==> src/rtl/cider_bus_pkg.sv <==
// Shared decode constants and the bus-responder state type for the custom-chip window.
package cider_bus_pkg;

  localparam logic [7:0]  CUSTOM_BANK = 8'hDF;
  localparam logic [10:0] INTREQR_OFS = 11'h00F;
  localparam logic [10:0] INTREQ_OFS  = 11'h04E;
  localparam int          INT2_BIT    = 3;

  typedef enum logic [1:0] {
    IDLE     = 2'd0,
    DRIVE    = 2'd1,
    WAIT_END = 2'd2
  } bus_state_e;

endpackage

==> src/rtl/sync_ff.sv <==
// Flop-chain synchronizer for an asynchronous level input; clears to 0 on reset.
module sync_ff #(
  parameter int DEPTH = 2
) (
  input  logic i_clk,
  input  logic i_rst_n,
  input  logic i_d,
  output logic o_q
);

  logic [DEPTH-1:0] r_q;

  always_ff @(posedge i_clk or negedge i_rst_n) begin
    if (!i_rst_n) r_q <= '0;
    else          r_q <= {r_q[DEPTH-2:0], i_d};
  end

  assign o_q = r_q[DEPTH-1];

endmodule

==> src/rtl/intreq_responder.sv <==
// INT2 pending bit with INTREQR read-back drive on D3 and INTREQ set/clear writes.
module intreq_responder
  import cider_bus_pkg::*;
#(
  parameter int SYNC_STAGES = 2
) (
  input  logic        CLK,
  input  logic        RESET_n,
  input  logic [23:1] ADDR,
  input  logic        D15,
  input  logic        D3,
  input  logic        AS_n,
  input  logic        UDS_n,
  input  logic        LDS_n,
  input  logic        RW,
  input  logic        ide_int,
  input  logic        int_en,
  output logic        d3_oe,
  output logic        d3_out,
  output logic        pending,
  output logic        irq
);

  bus_state_e r_state, w_state_nxt;
  logic       r_pending, w_pending_nxt;
  logic       r_int_s_d;
  logic       r_drv;
  logic       r_d3_oe, w_d3_oe_nxt;
  logic       r_irq;
  logic       w_int_s, w_int_rise;
  logic       w_custom, w_rd_hit, w_wr_hit, w_capture;
  logic       w_unused_addr;

  sync_ff #(.DEPTH(SYNC_STAGES)) u_sync (
    .i_clk   (CLK),
    .i_rst_n (RESET_n),
    .i_d     (ide_int),
    .o_q     (w_int_s)
  );

  assign w_unused_addr = ^ADDR[15:12];

  assign w_custom   = (ADDR[23:16] == CUSTOM_BANK) && !AS_n;
  assign w_rd_hit   = w_custom && (ADDR[11:1] == INTREQR_OFS) && RW && (!UDS_n || !LDS_n);
  assign w_wr_hit   = w_custom && (ADDR[11:1] == INTREQ_OFS) && !RW && !LDS_n;
  assign w_int_rise = w_int_s && !r_int_s_d;
  assign w_capture  = (r_state == IDLE) && w_rd_hit;

  // Write decisions are assigned after the edge-set so a clear-write beats a simultaneous rise.
  always_comb begin
    w_state_nxt   = r_state;
    w_pending_nxt = r_pending;
    if (w_int_rise) w_pending_nxt = 1'b1;
    unique case (r_state)
      IDLE: begin
        if (w_rd_hit) begin
          w_state_nxt = DRIVE;
        end else if (w_wr_hit) begin
          w_state_nxt = WAIT_END;
          if (D3) w_pending_nxt = D15;
        end else if (w_custom) begin
          w_state_nxt = WAIT_END;
        end
      end
      DRIVE: begin
        if (AS_n) w_state_nxt = IDLE;
      end
      WAIT_END: begin
        if (AS_n) begin
          w_state_nxt = IDLE;
          if (w_int_s) w_pending_nxt = 1'b1;
        end
      end
      default: w_state_nxt = IDLE;
    endcase
  end

  // Drive only while staying in DRIVE, so the enable drops on the edge that sees AS_n high.
  assign w_d3_oe_nxt = (r_state == DRIVE) && (w_state_nxt == DRIVE) && r_drv;

  always_ff @(posedge CLK or negedge RESET_n) begin
    if (!RESET_n) begin
      r_state   <= IDLE;
      r_pending <= 1'b0;
      r_int_s_d <= 1'b0;
      r_d3_oe   <= 1'b0;
      r_irq     <= 1'b0;
    end else begin
      r_state   <= w_state_nxt;
      r_pending <= w_pending_nxt;
      r_int_s_d <= w_int_s;
      r_d3_oe   <= w_d3_oe_nxt;
      r_irq     <= r_pending && int_en;
    end
  end

  // Snapshot of pending for the whole read cycle.
  always_ff @(posedge CLK) begin
    if (w_capture) r_drv <= r_pending;
  end

  assign d3_oe   = r_d3_oe;
  assign d3_out  = 1'b1;
  assign pending = r_pending;
  assign irq     = r_irq;

endmodule

==> config.mk <==
export PLATFORM = sky130hd
export DESIGN_NAME = intreq_responder
export DESIGN_NICKNAME = d
export VERILOG_FILES = /design/src/rtl/cider_bus_pkg.sv /design/src/rtl/sync_ff.sv /design/src/rtl/intreq_responder.sv
export SDC_FILE = /design/constraint.sdc
export NUM_CORES = 1
export LEC_CHECK = 0
export ABC_AREA = 1
export BUFFER_PORTS_ARGS = -buffer_cell sky130_fd_sc_hd__buf_2
export CAP_MARGIN = 20
export CORE_MARGIN = 1
export CORE_UTILIZATION = 40
export DETAILED_ROUTE_END_ITERATION = 6
export PLACE_DENSITY = 0.87
export SYNTH_ARGS = -nofsm -noshare
export SYNTH_HDL_FRONTEND = slang
export SYNTH_SLANG_ARGS = --single-unit
==> constraint.sdc <==
create_clock -name CLK -period 1.4 [get_ports CLK]
set_input_delay 0.35 -clock CLK [delete_from_list [all_inputs] [get_ports CLK]]
set_output_delay 0.35 -clock CLK [all_outputs]
set_load 0.05 [all_outputs]
## After elaboration in Yosys (flattened, before gate mapping)

Index checks and enable logic that the tools add are counted.

- Bits in registers: 9
- Logic and storage cells: 45

- Eq/ne operators: 6
- Mux-type cells: 12
- Reductions and logical operators: 20

Operators by type and width:

| cell | number |
|---|---|
| 1-bit logical AND | 12 |
| 11-bit by 4-bit == test with 1-bit output, second input constant | 1 |
| 11-bit by 7-bit == test with 1-bit output, second input constant | 1 |
| 8-bit == test, second input constant | 1 |
| 2-bit 2-to-1 mux | 4 |
| 1-bit 2-to-1 mux | 6 |
| 1-bit logical NOT | 5 |
| 2-bit by 1-bit == test with 1-bit output, second input constant | 2 |
| 2-bit case mux with 2 select lines | 1 |
| 2-bit == test, second input constant | 1 |
| 2-bit logical NOT | 1 |
| 1-bit case mux with 2 select lines | 1 |
| 2-bit OR reduction | 1 |
| 1-bit logical OR | 1 |

## Logic depth before layout (Yosys ltp)

Gate-level depths: netlist (run 1).

- Depth after elaboration: 11
- Mapped depth: 10

## Modules after synthesis

From an unflattened synthesis (run 1), not the netlist that was laid out.

- Cells, all modules: 91
- Area, all modules: 633.1 um^2

By module, submodules not included:

| module | instances | cells an instance | area an instance (um^2) | seq. area each (um^2) |
|---|---|---|---|---|
| intreq_responder | 1 | 89 | 583.1 | 180.2 |
| sync_ff | 1 | 2 | 50.0 | 50.0 |

## Worst setup path before layout (run 1)

OpenSTA, ideal clock, no wires.

- Path type: register to register
- Start: reg r_pending, in the netlist pending
- End: reg r_pending, in the netlist pending
- Library setup time: 120 ps
- Data arrival time: 1148 ps
- Path slack: 132 ps
- Stages on the path, launching flop included: 7
- Path through: dfrtp_1 -> a21oi_1 -> nor2_1 -> a21oi_1 -> nand3_1 -> nand3_1 -> nand2_1

- Longest elaborated chain between the ends: 5
- Elaborated cells on any way between the ends: 7

RTL lines:

| what | line | source |
|---|---|---|
| start: declaration | intreq_responder.sv:25 | `logic r_pending, w_pending_nxt;` |
| start signal: assignment | intreq_responder.sv:90 | `r_pending <= w_pending_nxt;` |
| 1-bit 2-to-1 mux (*) | intreq_responder.sv:53 | `if (w_int_rise) w_pending_nxt = 1'b1;` |
| 1-bit 2-to-1 mux | intreq_responder.sv:60 | `if (D3) w_pending_nxt = D15;` |
| 1-bit 2-to-1 mux | intreq_responder.sv:58 | `end else if (w_wr_hit) begin` |
| 1-bit 2-to-1 mux | intreq_responder.sv:56 | `if (w_rd_hit) begin` |
| 1-bit case mux with 2 select lines (*) | intreq_responder.sv:54 | `unique case (r_state)` |
| named net w_pending_nxt | intreq_responder.sv:25 |  |

Mark *: on every way through the listed nets, which the timed path passes. The rest lies on a longest branch.
A chain may end at the register's enable or synchronous reset.

## Worst setup path after layout (run 1)

- Start: reg r_pending, in the netlist pending
- End: out pending

RTL lines:

| what | line | source |
|---|---|---|
| end: declaration | intreq_responder.sv:20 | `output logic pending,` |

No word-level cell between the ends.

==> results of run 1 <==
report_power, final:
group,internal [µW],switching [µW]
clock network,110,86.8
logic,98.4,167
registers,296,24.4
total,504,278
cell usage in the layout (no fill, tap or decap), drive strengths merged:
cell type and instances:
a21oi 5, buf 31, a31oi 1, conb 1, nor2 9, inv 17, nand2 22, nand4 1
clkbuf 4, edfxtp 1, nor3b 1, dlygate4sd3 1, a21boi 1, nand3 6, ha 4, nor3 1
dfrtp 8
registers in the layout, summed over array words and instances (netlist names):
name / count
r_drv: 1
u_sync.r_q: 2
irq: 1
r_state: 2
d3_oe: 1
pending: 1
r_int_s_d: 1
routing by layer:
| metal | global-route usage | vias up |
|---|---|---|
| li1 | - | 308 |
| met1 | 0.1739 | 270 |
| met2 | 0.3651 | 12 |
| met3 | 0.06667 | 0 |
| met4 | 0 | 0 |
| met5 | 0 | - |
timing repair:
item	4_1_cts	5_1_grt
hold buffers	1	0
endpoints found under the setup margin	0	1
hold endpoints to repair	8	0
resized for setup	0	1
kinds of logic (layout without fill, tap and decap cells):
kind of cell               after synthesis  in the layout  share of synthesized area
AOI/OAI and AO/OA                        7              7                    0.06582
adders and majority gates                4              4                    0.08493
other                                    1              1                   0.006363
and+or+nand+nor                         40             40                     0.3312
buffers and inverters                   18             53                     0.1210
DFF                                      9              9                     0.3907
cell type report:
type | count | share of cell area
multi-input combinational | 52 | 0.3654
sequential | 9 | 0.2898
timing repair buffer | 32 | 0.2079
inverter | 17 | 0.08031
clock buffer | 4 | 0.03307
tap | 15 | 0.02362
worst min-delay path by stage:
| stage | from | endpoint | slack, ns |
|---|---|---|---|
| floorplan | RESET_n | d3_oe | 0.05 |
| global placement | RESET_n | u_sync.r_q[1] | 0.19 |
| detailed placement | RESET_n | u_sync.r_q[1] | 0.19 |
| CTS | ide_int | u_sync.r_q[0] | 0.20 |
| global route | ide_int | u_sync.r_q[0] | 0.19 |
| finish | ide_int | u_sync.r_q[0] | 0.20 |
worst register-to-register path, cell delays in order, from the launching register on:
cell and delay [ns]:
dfrtp_1 0.41, inv_1 0.11, ha_2 0.23, a21boi_0 0.20, nand2_1 0.09, nand3_1 0.09, nor2_2 0.04
through the flow:
stage | hold slack [ns] | power, µW | instances | area, µm² | setup slack (ns)
after global placement | 0.1914 | 571.6 | 124 | 755.7 | 0.1066
after CTS | 0.1960 | 785.7 | 129 | 792.0 | 0.08868
final | 0.1999 | 782.1 | 129 | 794.5 | 0.1097
after global routing | 0.1913 | 837.9 | 129 | 794.5 | 0.01221
after floorplan | 0.05441 | 497.6 | 79 | 589.3 | 0.1320
after detailed placement | 0.1932 | 588.0 | 124 | 755.7 | 0.09345
==> summary.md, run 1 <==
| Metric | Value |
|---|---|
| Top layer in use | `met3` |
| Largest net degree at the start of global routing | `9` |
| Reg2reg end | `d3_oe` |
| CTS tree | `built` |
| Final Max Tran Viols | `0` |
| Pwr/cell area | `984.4 nW/µm²` |
| Crit share post-route | `0.9217` |
| Area Growth Syn to Fin | `34.82%` |
| Asr flop ratio synth | `0.8889` |
| Endpoint class of the critical path | `output pin` |
| Gate Count Post-Synth | `~80` |
| R2r startpoint | `r_state[1]` |
| CP Data Required Time | `~1.1 ns` |
| Met2 WL post-DR | `675 µm` |
| Post-synth cell types | `18` |
| CTS Buf Count | `3` |
| DIE AREA | `1631 µm²` |
| Sequential area share after synthesis | `0.3907` |
| Share of cells above drive strength 1 | `0.3860` |
| Initial Util | `0.4418` |
| Leak | `0.0004523 µW` |
| Syn Nets | `around 120` |
| WP buf/inv | `1` |
| # rows | `13` |
| Die height | `40.39 µm` |
| GP Congestion | `between 0.6 and 0.7` |
| Tightest Hold Check Type | `in2reg` |
| Fin. Hold Viols | `0` |
| Pre-antenna DRT Iters | `4` |
| CP Launch Point | `pending` |
| Core Util, Final | `0.5957` |
| Core Region | `1334 µm²` |
| Final Setup Violations | `0` |
| Max frequency | `around 770 MHz` |
| Buffer levels on the longest clock path | `2` |
| Top cell type's share of synthesized area | `0.3397` |
| Overflow after GRT | `0` |
| Chip Width | `40.39 µm` |
| I/O Buffers | `31` |
| Antenna Cells | `0` |
| Final WL | `roughly 1.2 mm` |
| Synth area leaders | `dfrtp_1, nand2_1, inv_1` |
| Met1 WL | `493 µm` |
| Post-Syn Area | `589.3 µm²` |
| DR vias | `590` |
| Reg2reg setup slack | `around 0.12 ns` |
| EDFF count, synth | `1` |
| Nets@finish | `~150` |
| Skew-Pair Late Insertion Delay | `0.26 ns` |
| Antenna violations before repair | `0` |
| DR WL/cell | `9.357 µm` |
| Count leader, synth | `nand2_1` |
| Dpl hpwl | `~1000 µm` |
| FILL cells | `about 130` |
| Status | `finished clean` |
| Avg Cell Area, Syn | `7.460 µm²` |
| IO Pins | `37` |
| Worst Skew | `0.005256 ns` |
| Final min period | `1.290 ns` |
| DRC | `0` |
| Crit path to | `pending` |
| Clock Pin Slew Worst Setup and Hold Paths | `about 0.06 ns` |
| Overall Global Routing Usage | `0.1783` |
| Root buf cell | `clkbuf_4` |
| CP Max Fanout | `4` |
| Clock Sinks | `9` |
| Hold depth | `1` |
| Critical path type | `reg2out` |
| Vias in the first global route | `around 550` |
| RSZ-0062 raised after global routing | `no` |
| H-tree levels | `1` |
| Maxcap violations | `0` |
| CP Cell Sequence | `buf_2` |
| Initial DRC Count | `6` |
| Synth top cells by count | `nand2_1, inv_1, dfrtp_1, a21oi_1, nor2_1` |
| Instance count on the critical path | `1` |
| First-pass GRT wire length | `1.966 mm` |
| IR drop worst, VDD | `between 0.0005 and 0.0006 V` |
| Primary FF master, synth | `dfrtp_1` |
| Critical path's slowest cell | `dfrtp_1` |
| Met3 routed WL | `38 µm` |
| Yosys top cell by area | `dfrtp_1` |
| CP Launch Type | `flop` |
| YS warnings | `0` |
| FF+latch area | `between 200 and 250 µm²` |
| Via density | `4.574` |
| Arrival time worst endpoint | `about 0.94 ns` |
| R2R depth | `6` |
| Post-CTS repair timing setup buffer count | `0` |
| Dominant delay contributor by cell family on the critical path | `flip-flops` |
| ANT nets after route | `0` |
| Area of the multi-input gates | `290.3 µm²` |
| Setup_tns | `0 ns` |
| #FFs+latches synth | `9` |
| Slowest stage delay, CP | `0.40 ns` |
Power figures use the tool's default switching activity.
==> inputs of run 2 (changes only) <==
--- a/config.mk
+++ b/config.mk
@@ -12,6 +12,7 @@
 export CORE_UTILIZATION = 40
 export DETAILED_ROUTE_END_ITERATION = 6
 export PLACE_DENSITY = 0.87
+export REMOVE_ABC_BUFFERS = 1
 export SYNTH_ARGS = -nofsm -noshare
 export SYNTH_HDL_FRONTEND = slang
 export SYNTH_SLANG_ARGS = --single-unit
==> run 2 against run 1 <==
Sequential share of layout area is 0.092 points higher; largest cell class unchanged; via count decreased by 2.5%; global-route usage is 2.6 points lower; largest power group unchanged.
==> summary.md, run 2 (same netlist as run 1, synthesis figures left out) <==
| Metric | Value |
|---|---|
| WP buf/inv | `1` |
| Die height | `roughly 40 µm` |
| IR drop worst, VDD | `about 0.00054 V` |
| Antenna Cells | `0` |
| Pwr/cell area | `970.0 nW/µm²` |
| Setup ws final | `0.1051 ns` |
| CP Data Required Time | `1.54 ns` |
| CTS Buf Count | `3` |
| Final instance area | `792.0 µm²` |
| Critical path type | `reg2reg` |
| Final WL | `1.105 mm` |
| Initial Util | `0.4418` |
| CP Max Fanout | `5` |
| Post-CTS resize count | `0` |
| Most frequent cells in the layout | `buf_2, nand2_1, inv_1` |
| H-tree levels | `1` |
| Via density | `roughly 4.5` |
| Core Region | `between 1000 and 1500 µm²` |
| Final min period | `1.295 ns` |
| Status | `finished clean` |
| Met3 GRT Util | `0.05000` |
| Pre-CTS WS | `0.09052 ns` |
| Max frequency | `772.2 MHz` |
| Initial DRC Count | `11` |
| Arrival time worst endpoint | `1.44 ns` |
| Commonest non-fill, non-tap cell in the layout | `buf_2` |
| Post-placement cell area | `755.7 µm²` |
| Met2 usage | `0.2857` |
| DIE AREA | `1631 µm²` |
| Area of the multi-input gates | `287.8 µm²` |
| Antenna violations before repair | `0` |
| Pre-antenna DRT Iters | `5` |
| Clock Sinks | `9` |
| CP Cell Sequence | `inv_1, ha_1, a21boi_0, nand2_1, nand3_1, nor2_2` |
| GR Layer Usage met1 | `0.1751` |
| Leak | `approximately 0.00045 µW` |
| Slowest stage delay, CP | `0.41 ns` |
| CTS Hold Bufs | `1` |
| CTS tree | `built` |
| Area Growth Syn to Fin | `34.40%` |
| Crit share post-route | `0.9250` |
| RSZ-0062 raised after global routing | `no` |
| GP Congestion | `0.7698` |
| GR peak layer | `met2` |
| Overflow after GRT | `0` |
| CP Launch Type | `flop` |
| Overall Global Routing Usage | `0.1523` |
| Share of cells above drive strength 1 | `0.3772` |
| FF+latch area | `230.2 µm²` |
| Chip Width | `40.39 µm` |
| # rows | `13` |
| Top flop regs | `r_state x2, u_sync.r_q x2` |
| Final Max Tran Viols | `0` |
| Vias in the first global route | `489` |
| DRC | `0` |
| FILL cells | `124` |
| Buffer levels on the longest clock path | `2` |
| Setup_tns | `0 ns` |
| Maxcap violations | `0` |
| DR WL/cell | `approximately 8.6 µm` |
| Dominant delay contributor by cell family on the critical path | `flip-flops` |
| Nets@finish | `152` |
| Root buf cell | `clkbuf_4` |
| Fin. Hold Viols | `0` |
| Clock Pin Slew Worst Setup and Hold Paths | `0.06 ns` |
| Post-CTS repair timing setup buffer count | `0` |
| Critical path's slowest cell | `dfrtp_1` |
| Worst Skew | `0.001724 ns` |
| Dpl hpwl | `928.6 µm` |
| Tightest Hold Check Type | `in2reg` |
| ANT nets after route | `0` |
| Endpoint class of the critical path | `flop` |
| Final Setup Violations | `0` |
| DR vias | `575` |
| I/O Buffers | `31` |
| IO Pins | `37` |
| First-pass GRT wire length | `between 1.5 and 2 mm` |
| Largest net degree at the start of global routing | `9` |
| Skew-Pair Late Insertion Delay | `approximately 0.25 ns` |
==> run 2: cell types whose count changed in the layout (fill, tap and decap cells not counted) <==
cell,before,now
ha_1,3,4
ha_2,1,0
==> run 2: per-layer routing <==
metal	wire length (µm)	vias to the layer above
li1	-	310
met1	486	251
met2	572	14
met3	45	0
met4	0	0
met5	0	-
==> run 2: metrics by stage <==
stage / instances / utilization / total power, µW / hold WS (ns)
finish: 129 / 0.5938 / 768.2 / 0.2052
CTS: 129 / 0.5938 / 779.1 / 0.1926
global placement: 124 / 0.5666 / 573.6 / 0.1919
floorplan: 78 / - / 495.4 / 0.05441
global route: 129 / 0.5938 / 826.1 / 0.2018
detailed placement: 124 / 0.5666 / 582.0 / 0.1984
==> run 2: worst register-to-register path: cells and delay by family (launching register included) <==
| kind | cells | cell delay [ns] |
|---|---|---|
| adders and majority gates | 1 | 0.25 |
| DFF | 1 | 0.41 |
| AOI/OAI and AO/OA | 1 | 0.19 |
| and+or+nand+nor | 3 | 0.22 |
| buffers and inverters | 1 | 0.11 |
==> run 2: layout make-up <==
type / instances / share of cell area
Clock buffer: 4 / 0.03318
Inverter: 17 / 0.08057
Multi-Input combinational cell: 52 / 0.3633
Sequential cell: 9 / 0.2907
Tap cell: 15 / 0.02370
Timing Repair Buffer: 32 / 0.2085
==> run 2: power breakdown <==
| group | total, µW | internal [µW] | leakage, µW | switching (µW) |
|---|---|---|---|---|
| sequential | 320 | 296 | 0.000107 | 23.5 |
| clock | 188 | 109 | 0.0000150 | 79.0 |
| combinational | 260 | 96.0 | 0.000331 | 164 |
==> run 2: final timing paths <==
kind	from	to	slack [ns]	cells after the start
min in group asynchronous	RESET_n	pending	0.48	2
setup / recovery	r_state[1]	d3_oe	0.11	6
hold reg to reg	u_sync.r_q[0]	u_sync.r_q[1]	0.35	0
hold / removal	ide_int	u_sync.r_q[0]	0.21	1
setup reg to reg	r_state[1]	d3_oe	0.11	6
max in group asynchronous	RESET_n	r_state[1]	0.76	2
